==> config.mk <==
export PLATFORM = sky130hd
export DESIGN_NAME = mux3_rr_arbiter
export DESIGN_NICKNAME = d
export VERILOG_FILES = /design/src/rtl/mux3_rr_arbiter_pkg.sv /design/src/rtl/mux3_rr_arbiter_mux.sv /design/src/rtl/mux3_rr_arbiter.sv
export SDC_FILE = /design/constraint.sdc
export NUM_CORES = 1
export LEC_CHECK = 0
export CORE_UTILIZATION = 33
export CTS_CLUSTER_DIAMETER = 40
export CTS_CLUSTER_SIZE = 20
export DETAILED_ROUTE_END_ITERATION = 10
export GPL_ROUTABILITY_DRIVEN = 1
export GPL_TIMING_DRIVEN = 0
export PLACE_DENSITY = 0.93
export SYNTH_ARGS = -nofsm -noshare
export SYNTH_HDL_FRONTEND = slang
export SYNTH_HIERARCHICAL = 1
export SYNTH_SLANG_ARGS = --single-unit
export TNS_END_PERCENT = 1
==> constraint.sdc <==
create_clock -name clk -period 3.1 [get_ports clk]
set_input_delay 0.62 -clock clk [delete_from_list [all_inputs] [get_ports clk]]
set_output_delay 0.62 -clock clk [all_outputs]
set_load 0.01 [all_outputs]
==> src/rtl/mux3_rr_arbiter_pkg.sv <==
// Shared definitions for the three-way round-robin arbiter: state encoding,
// idle select code and one-hot <-> index helpers.
package mux3_rr_arbiter_pkg;

  // Select code driven while no requester owns the datapath.
  localparam logic [1:0] SEL_IDLE = 2'b11;

  typedef enum logic {
    ST_IDLE  = 1'b0,
    ST_GRANT = 1'b1
  } arb_state_e;

  // Requester index -> one-hot grant vector (unknown index gives no grant).
  function automatic logic [2:0] idx_to_onehot(input logic [1:0] idx);
    logic [2:0] oh;
    case (idx)
      2'd0:    oh = 3'b001;
      2'd1:    oh = 3'b010;
      2'd2:    oh = 3'b100;
      default: oh = 3'b000;
    endcase
    return oh;
  endfunction

  // One-hot grant vector -> requester index (no owner gives SEL_IDLE).
  function automatic logic [1:0] onehot_to_idx(input logic [2:0] oh);
    logic [1:0] idx;
    case (oh)
      3'b001:  idx = 2'd0;
      3'b010:  idx = 2'd1;
      3'b100:  idx = 2'd2;
      default: idx = SEL_IDLE;
    endcase
    return idx;
  endfunction

endpackage

==> src/rtl/mux3_rr_arbiter_mux.sv <==
// Plain 3-to-1 data multiplexer; any select code other than 0..2 yields zero.
module mux_3to1_32bit #(
  parameter int WIDTH = 32
) (
  output logic [WIDTH-1:0] outp,
  input  logic [WIDTH-1:0] inp1,
  input  logic [WIDTH-1:0] inp2,
  input  logic [WIDTH-1:0] inp3,
  input  logic [1:0]       sel
);

  // Select one of the three inputs.
  always_comb begin
    outp = '0;
    case (sel)
      2'd0:    outp = inp1;
      2'd1:    outp = inp2;
      2'd2:    outp = inp3;
      default: outp = '0;
    endcase
  end

endmodule

==> src/rtl/mux3_rr_arbiter.sv <==
// Round-robin arbiter sharing one datapath between three requesters.
// A grant lasts up to MAX_BEATS accepted beats; each release is followed by
// one idle bubble cycle where the next owner is chosen.
module mux3_rr_arbiter
  import mux3_rr_arbiter_pkg::*;
#(
  parameter int WIDTH     = 32,
  parameter int MAX_BEATS = 4,
  parameter int CNT_W     = 3
) (
  input  logic             clk,
  input  logic             reset,
  input  logic [2:0]       req,
  input  logic [WIDTH-1:0] data0,
  input  logic [WIDTH-1:0] data1,
  input  logic [WIDTH-1:0] data2,
  output logic [2:0]       grant,
  output logic [2:0]       ack,
  output logic [1:0]       sel,
  output logic [WIDTH-1:0] out_data,
  output logic             out_valid,
  input  logic             out_ready
);

  arb_state_e       state_q, state_d;
  logic [2:0]       grant_q, grant_d;
  logic [1:0]       sel_q, sel_d;
  logic [1:0]       rr_ptr_q, rr_ptr_d;
  logic [CNT_W-1:0] beat_cnt_q, beat_cnt_d;

  logic             owner_req;
  logic             accept;
  logic             last_beat;
  logic [1:0]       owner_idx;
  logic [1:0]       release_ptr;
  logic [WIDTH-1:0] mux_out;

  // First requester at or after ptr in circular order 0->1->2->0.
  // A pointer of 3 cannot occur in normal operation and is read as 0.
  function automatic logic [1:0] rr_pick(input logic [2:0] r, input logic [1:0] ptr);
    logic [1:0] start;
    logic [2:0] rot;
    logic [1:0] off;
    logic [2:0] sum;
    start = (ptr == 2'b11) ? 2'd0 : ptr;
    // rot[k] is the request of the k-th candidate in search order
    case (start)
      2'd1:    rot = {r[0], r[2], r[1]};
      2'd2:    rot = {r[1], r[0], r[2]};
      default: rot = r;
    endcase
    if (rot[0])      off = 2'd0;
    else if (rot[1]) off = 2'd1;
    else             off = 2'd2;
    sum = {1'b0, start} + {1'b0, off};
    if (sum >= 3'd3) sum = sum - 3'd3;
    return sum[1:0];
  endfunction

  assign owner_idx   = onehot_to_idx(grant_q);
  assign release_ptr = (owner_idx == 2'd2) ? 2'd0 : owner_idx + 2'd1;
  assign owner_req   = |(grant_q & req);
  assign last_beat   = (beat_cnt_q == CNT_W'(MAX_BEATS - 1));

  // Reset wins over a beat in flight: nothing is offered or acknowledged.
  assign out_valid = (state_q == ST_GRANT) && owner_req && !reset;
  assign accept    = out_valid && out_ready;

  genvar gi;
  generate
    for (gi = 0; gi < 3; gi++) begin : g_ack
      assign ack[gi] = grant_q[gi] & accept;
    end
  endgenerate

  mux_3to1_32bit #(
    .WIDTH (WIDTH)
  ) u_mux (
    .outp (mux_out),
    .inp1 (data0),
    .inp2 (data1),
    .inp3 (data2),
    .sel  (sel_q)
  );

  assign out_data = (state_q == ST_IDLE) ? '0 : mux_out;
  assign grant    = grant_q;
  assign sel      = sel_q;

  // Next-state: pick a winner from IDLE, count beats and release from GRANT.
  always_comb begin
    state_d    = state_q;
    grant_d    = grant_q;
    sel_d      = sel_q;
    rr_ptr_d   = rr_ptr_q;
    beat_cnt_d = beat_cnt_q;
    case (state_q)
      ST_IDLE: begin
        if (|req) begin
          state_d    = ST_GRANT;
          sel_d      = rr_pick(req, rr_ptr_q);
          grant_d    = idx_to_onehot(rr_pick(req, rr_ptr_q));
          beat_cnt_d = '0;
        end
      end
      ST_GRANT: begin
        if (!owner_req || (accept && last_beat)) begin
          state_d    = ST_IDLE;
          grant_d    = 3'b000;
          sel_d      = SEL_IDLE;
          rr_ptr_d   = release_ptr;
          beat_cnt_d = '0;
        end else if (accept) begin
          beat_cnt_d = beat_cnt_q + 1'b1;
        end
      end
      default: begin
        state_d    = ST_IDLE;
        grant_d    = 3'b000;
        sel_d      = SEL_IDLE;
        beat_cnt_d = '0;
      end
    endcase
  end

  // State register with synchronous reset.
  always_ff @(posedge clk) begin
    if (reset) begin
      state_q    <= ST_IDLE;
      grant_q    <= 3'b000;
      sel_q      <= SEL_IDLE;
      rr_ptr_q   <= 2'd0;
      beat_cnt_q <= '0;
    end else begin
      state_q    <= state_d;
      grant_q    <= grant_d;
      sel_q      <= sel_d;
      rr_ptr_q   <= rr_ptr_d;
      beat_cnt_q <= beat_cnt_d;
    end
  end

endmodule

==> results.cfg <==
[setup_path]
worst_ep_required_time_ns = 3.26
cp.arrival_ns = 3.18
r2r-start = rr_ptr_q[0]
critPathMaxFanout = 3
worstSetupEndpointType = register
r2r_end = grant[2]
reg2reg_slack_ns = 0.08
worst-setup-path-type = register to register
r2r_cells = 15
critPathLaunchType = register

[detailed_routing]
via_count = 2085
wirelength_mm = 6.432
route.detailed.drc = 0
wire_per_inst_um = 15.61
drt-pass1-iter-count = 4
drtAntennaViolNets = 0
dr.first_iter.drc_count = 34
vias_per_cell = 5.061

[yosys]
synth_area_leader_cell = mux2i_1
yosysSeqAreaShare = 0.1281
synth_flop_cell = dfxtp_1
synth-edff-count = 0
synth_area_leaders = mux2i_1 (19%), dfxtp_1 (13%), and2_1 (13%)
synthCells = 198
synthDistinctLibCells = 37
syn_nets = 308
syn-mean-instance-area_um2 = 8.683
synth_common_cells = and2_1 (35), mux2i_1 (33), o2bb2ai_1 (23)
ys_ff_latch = 11
yosys_warnings = 6
yosysMostFrequentCell = and2_1
postSynth.asyncResetShare = 0
synth_top_area_share = 0.1921
synth_area_um2 = 1719

[global_routing]
grt_max_degree = 11
grt_antenna_before_repair = 0
grt_pass1_vias = 1981
grt_pass1_wl_mm = 9.073
gr-total-overflow = 0
grtUsageTotal = 0.2120

[layout]
area_delta_synth_final_pct = 94.40
fin_nets = 456
antenna_cells = 0
final_core_util = 0.6849
regArea_um2 = 227.7
layout-drive-gt1-share = 0.1304
multi_input_area_um2 = 1405
fillers = 400
postLayoutCellArea_um2 = 3342

[sta]
fmax_mhz = 330.9
period_minus_slack_ns = 3.022
post-route-period-util = 0.9747
worst_pin_slew_ns = 1.015
slew_violations = 0
skew_ns = 0.001958
max-slew-margin-rel = 0.3173
hold_viol = 0
finalSetupTns_ns = 0
rsz0062_at_grt = yes
setup_violations = 0

[worst_hold_path]
hp-start = beat_cnt_q[1]
worst_hold_path.endpoint = beat_cnt_q[1]
hold_class = register to register
whs_path_depth = 1

[clock_tree]
root_buffer = clkbuf_8
clkTransAtPathRegs_ns = 0.05
numCtsBuffers = 3
cts.path.max_buffers = 2
cts_tree = built
clkLatencyLatePin_ns = 0.24
cts.sinks = 11
h-tree-depth = 1

[die]
num_io_pins = 143
die_w_um = 74.18
fp-row-count = 25
die_area_um2 = 5502
start_util = 0.3523
core-area_um2 = 4880
die_h_um = 74.18

[place]
port_buffers = 142
dpl-instance-area_um2 = 3224
gp_congestion = 0.7794
dp_hpwl_mm = 5.208

[power_and_ir_drop]
power_mw = 1.035
powerDensity_nw_per_um2 = 309.8
power.leakage_nw = 1.373
ir_drop_mv = 0.2818

[run_status]
outcome = finished clean

[flow_run]
maxCapViolations = 0
==> kinds of logic after synthesis <==
logic type | Yosys count | synth area share
AOI/OAI and AO/OA | 53 | 0.2795
adders and majority gates | 8 | 0.06259
buffers and inverters | 27 | 0.09680
DFF | 11 | 0.1281
muxes | 34 | 0.1987
and+or+nand+nor | 65 | 0.2344
==> flip-flops by register name (all words and copies together) (netlist names) <==
register / cells
rr_ptr_q: 2
sel: 2
beat_cnt_q: 3
grant: 3
state_q: 1
==> how the worst max path moves through the flow <==
stage	startpoint	endpoint	slack, ns	cells past startpoint
2_1_floorplan	req[0]	grant[0]	0.28	13
3_3_place_gp	req[0]	grant[2]	-0.46	14
3_5_place_dp	req[0]	grant[0]	-0.56	14
4_1_cts	req[0]	grant[0]	0.03	14
5_1_grt	rr_ptr_q[0]	grant[2]	-0.09	15
6_report	rr_ptr_q[0]	grant[2]	0.08	15
==> layout by cell type, fill, tap and decap left out, types with 2 or more instances in the layout <==
cell and count:
clkdlybuf4s50_1 139, ha_1 3, a22o_1 2, clkbuf_1 8, ha_2 2, ha_4 2, dfxtp_4 2, mux2i_1 32
o31ai_2 2, inv_1 9, o2bb2ai_1 22, nand2_1 6, nand2b_1 2, and2_1 35, a21oi_1 6, nor2b_4 2
and3b_1 2, o21ai_0 2, or4b_1 2, clkbuf_2 3, buf_4 2, dfxtp_1 9, o22ai_1 2, clkbuf_8 3
buf_6 8, o2bb2ai_2 11, nand3b_1 2, nor2_1 5
==> stage by stage <==
step           setup WS, ns  instances  hold WS, ns
6_report            0.07836        412       0.4844
5_1_grt            -0.09488        412       0.5053
4_1_cts             0.02753        411       0.4858
3_5_place_dp        -0.5566        407       0.4705
3_3_place_gp        -0.4551        407       0.4566
2_1_floorplan        0.2754        198       0.4424
==> timing repair <==
| item | in CTS | in global routing |
|---|---|---|
| hold buffers | 0 | 0 |
| resized for setup | 6 | 24 |
| pin swaps | 0 | 6 |
| setup buffers | 0 | 1 |
| endpoints found under the setup margin | 9 | 8 |
==> cell type report <==
type / instances / area share
tap: 67 / 0.02508
clock buffer: 4 / 0.01348
timing repair buffer: 143 / 0.4231
inverter: 10 / 0.01123
sequential: 11 / 0.06814
multi-input combinational: 160 / 0.4204
buffer: 17 / 0.03856
==> metal layers <==
layer | routed length [um] | share of wire | GRT usage | vias to the layer above
met5 | 0 | 0 | 0 | -
met4 | 126 | 0.020 | 0.07265 | 0
met3 | 538 | 0.084 | 0.04607 | 13
met2 | 3331 | 0.52 | 0.4000 | 79
met1 | 2435 | 0.38 | 0.2319 | 965
li1 | - | - | - | 1028
==> worst max-delay path, cell delays in order (launching register included) <==
cell      delay (ns)
dfxtp_4         0.36
inv_2           0.07
ha_4            0.14
nand2_1         0.06
a211oi_2        0.19
a31oi_1         0.07
o22ai_1         0.20
ha_2            0.19
inv_1           0.05
fa_2            0.57
inv_1           0.05
ha_2            0.18
nor2b_4         0.14
mux2i_2         0.11
or3_4           0.35
o31ai_2         0.20
==> where the power goes <==
group	switching (mW)	internal, mW	total, mW
Clock	0.0558	0.0904	0.146
Sequential	0.0173	0.155	0.173
Combinational	0.307	0.409	0.716
Total	0.380	0.655	1.04
No activity file was read; power rests on OpenSTA's default activity.
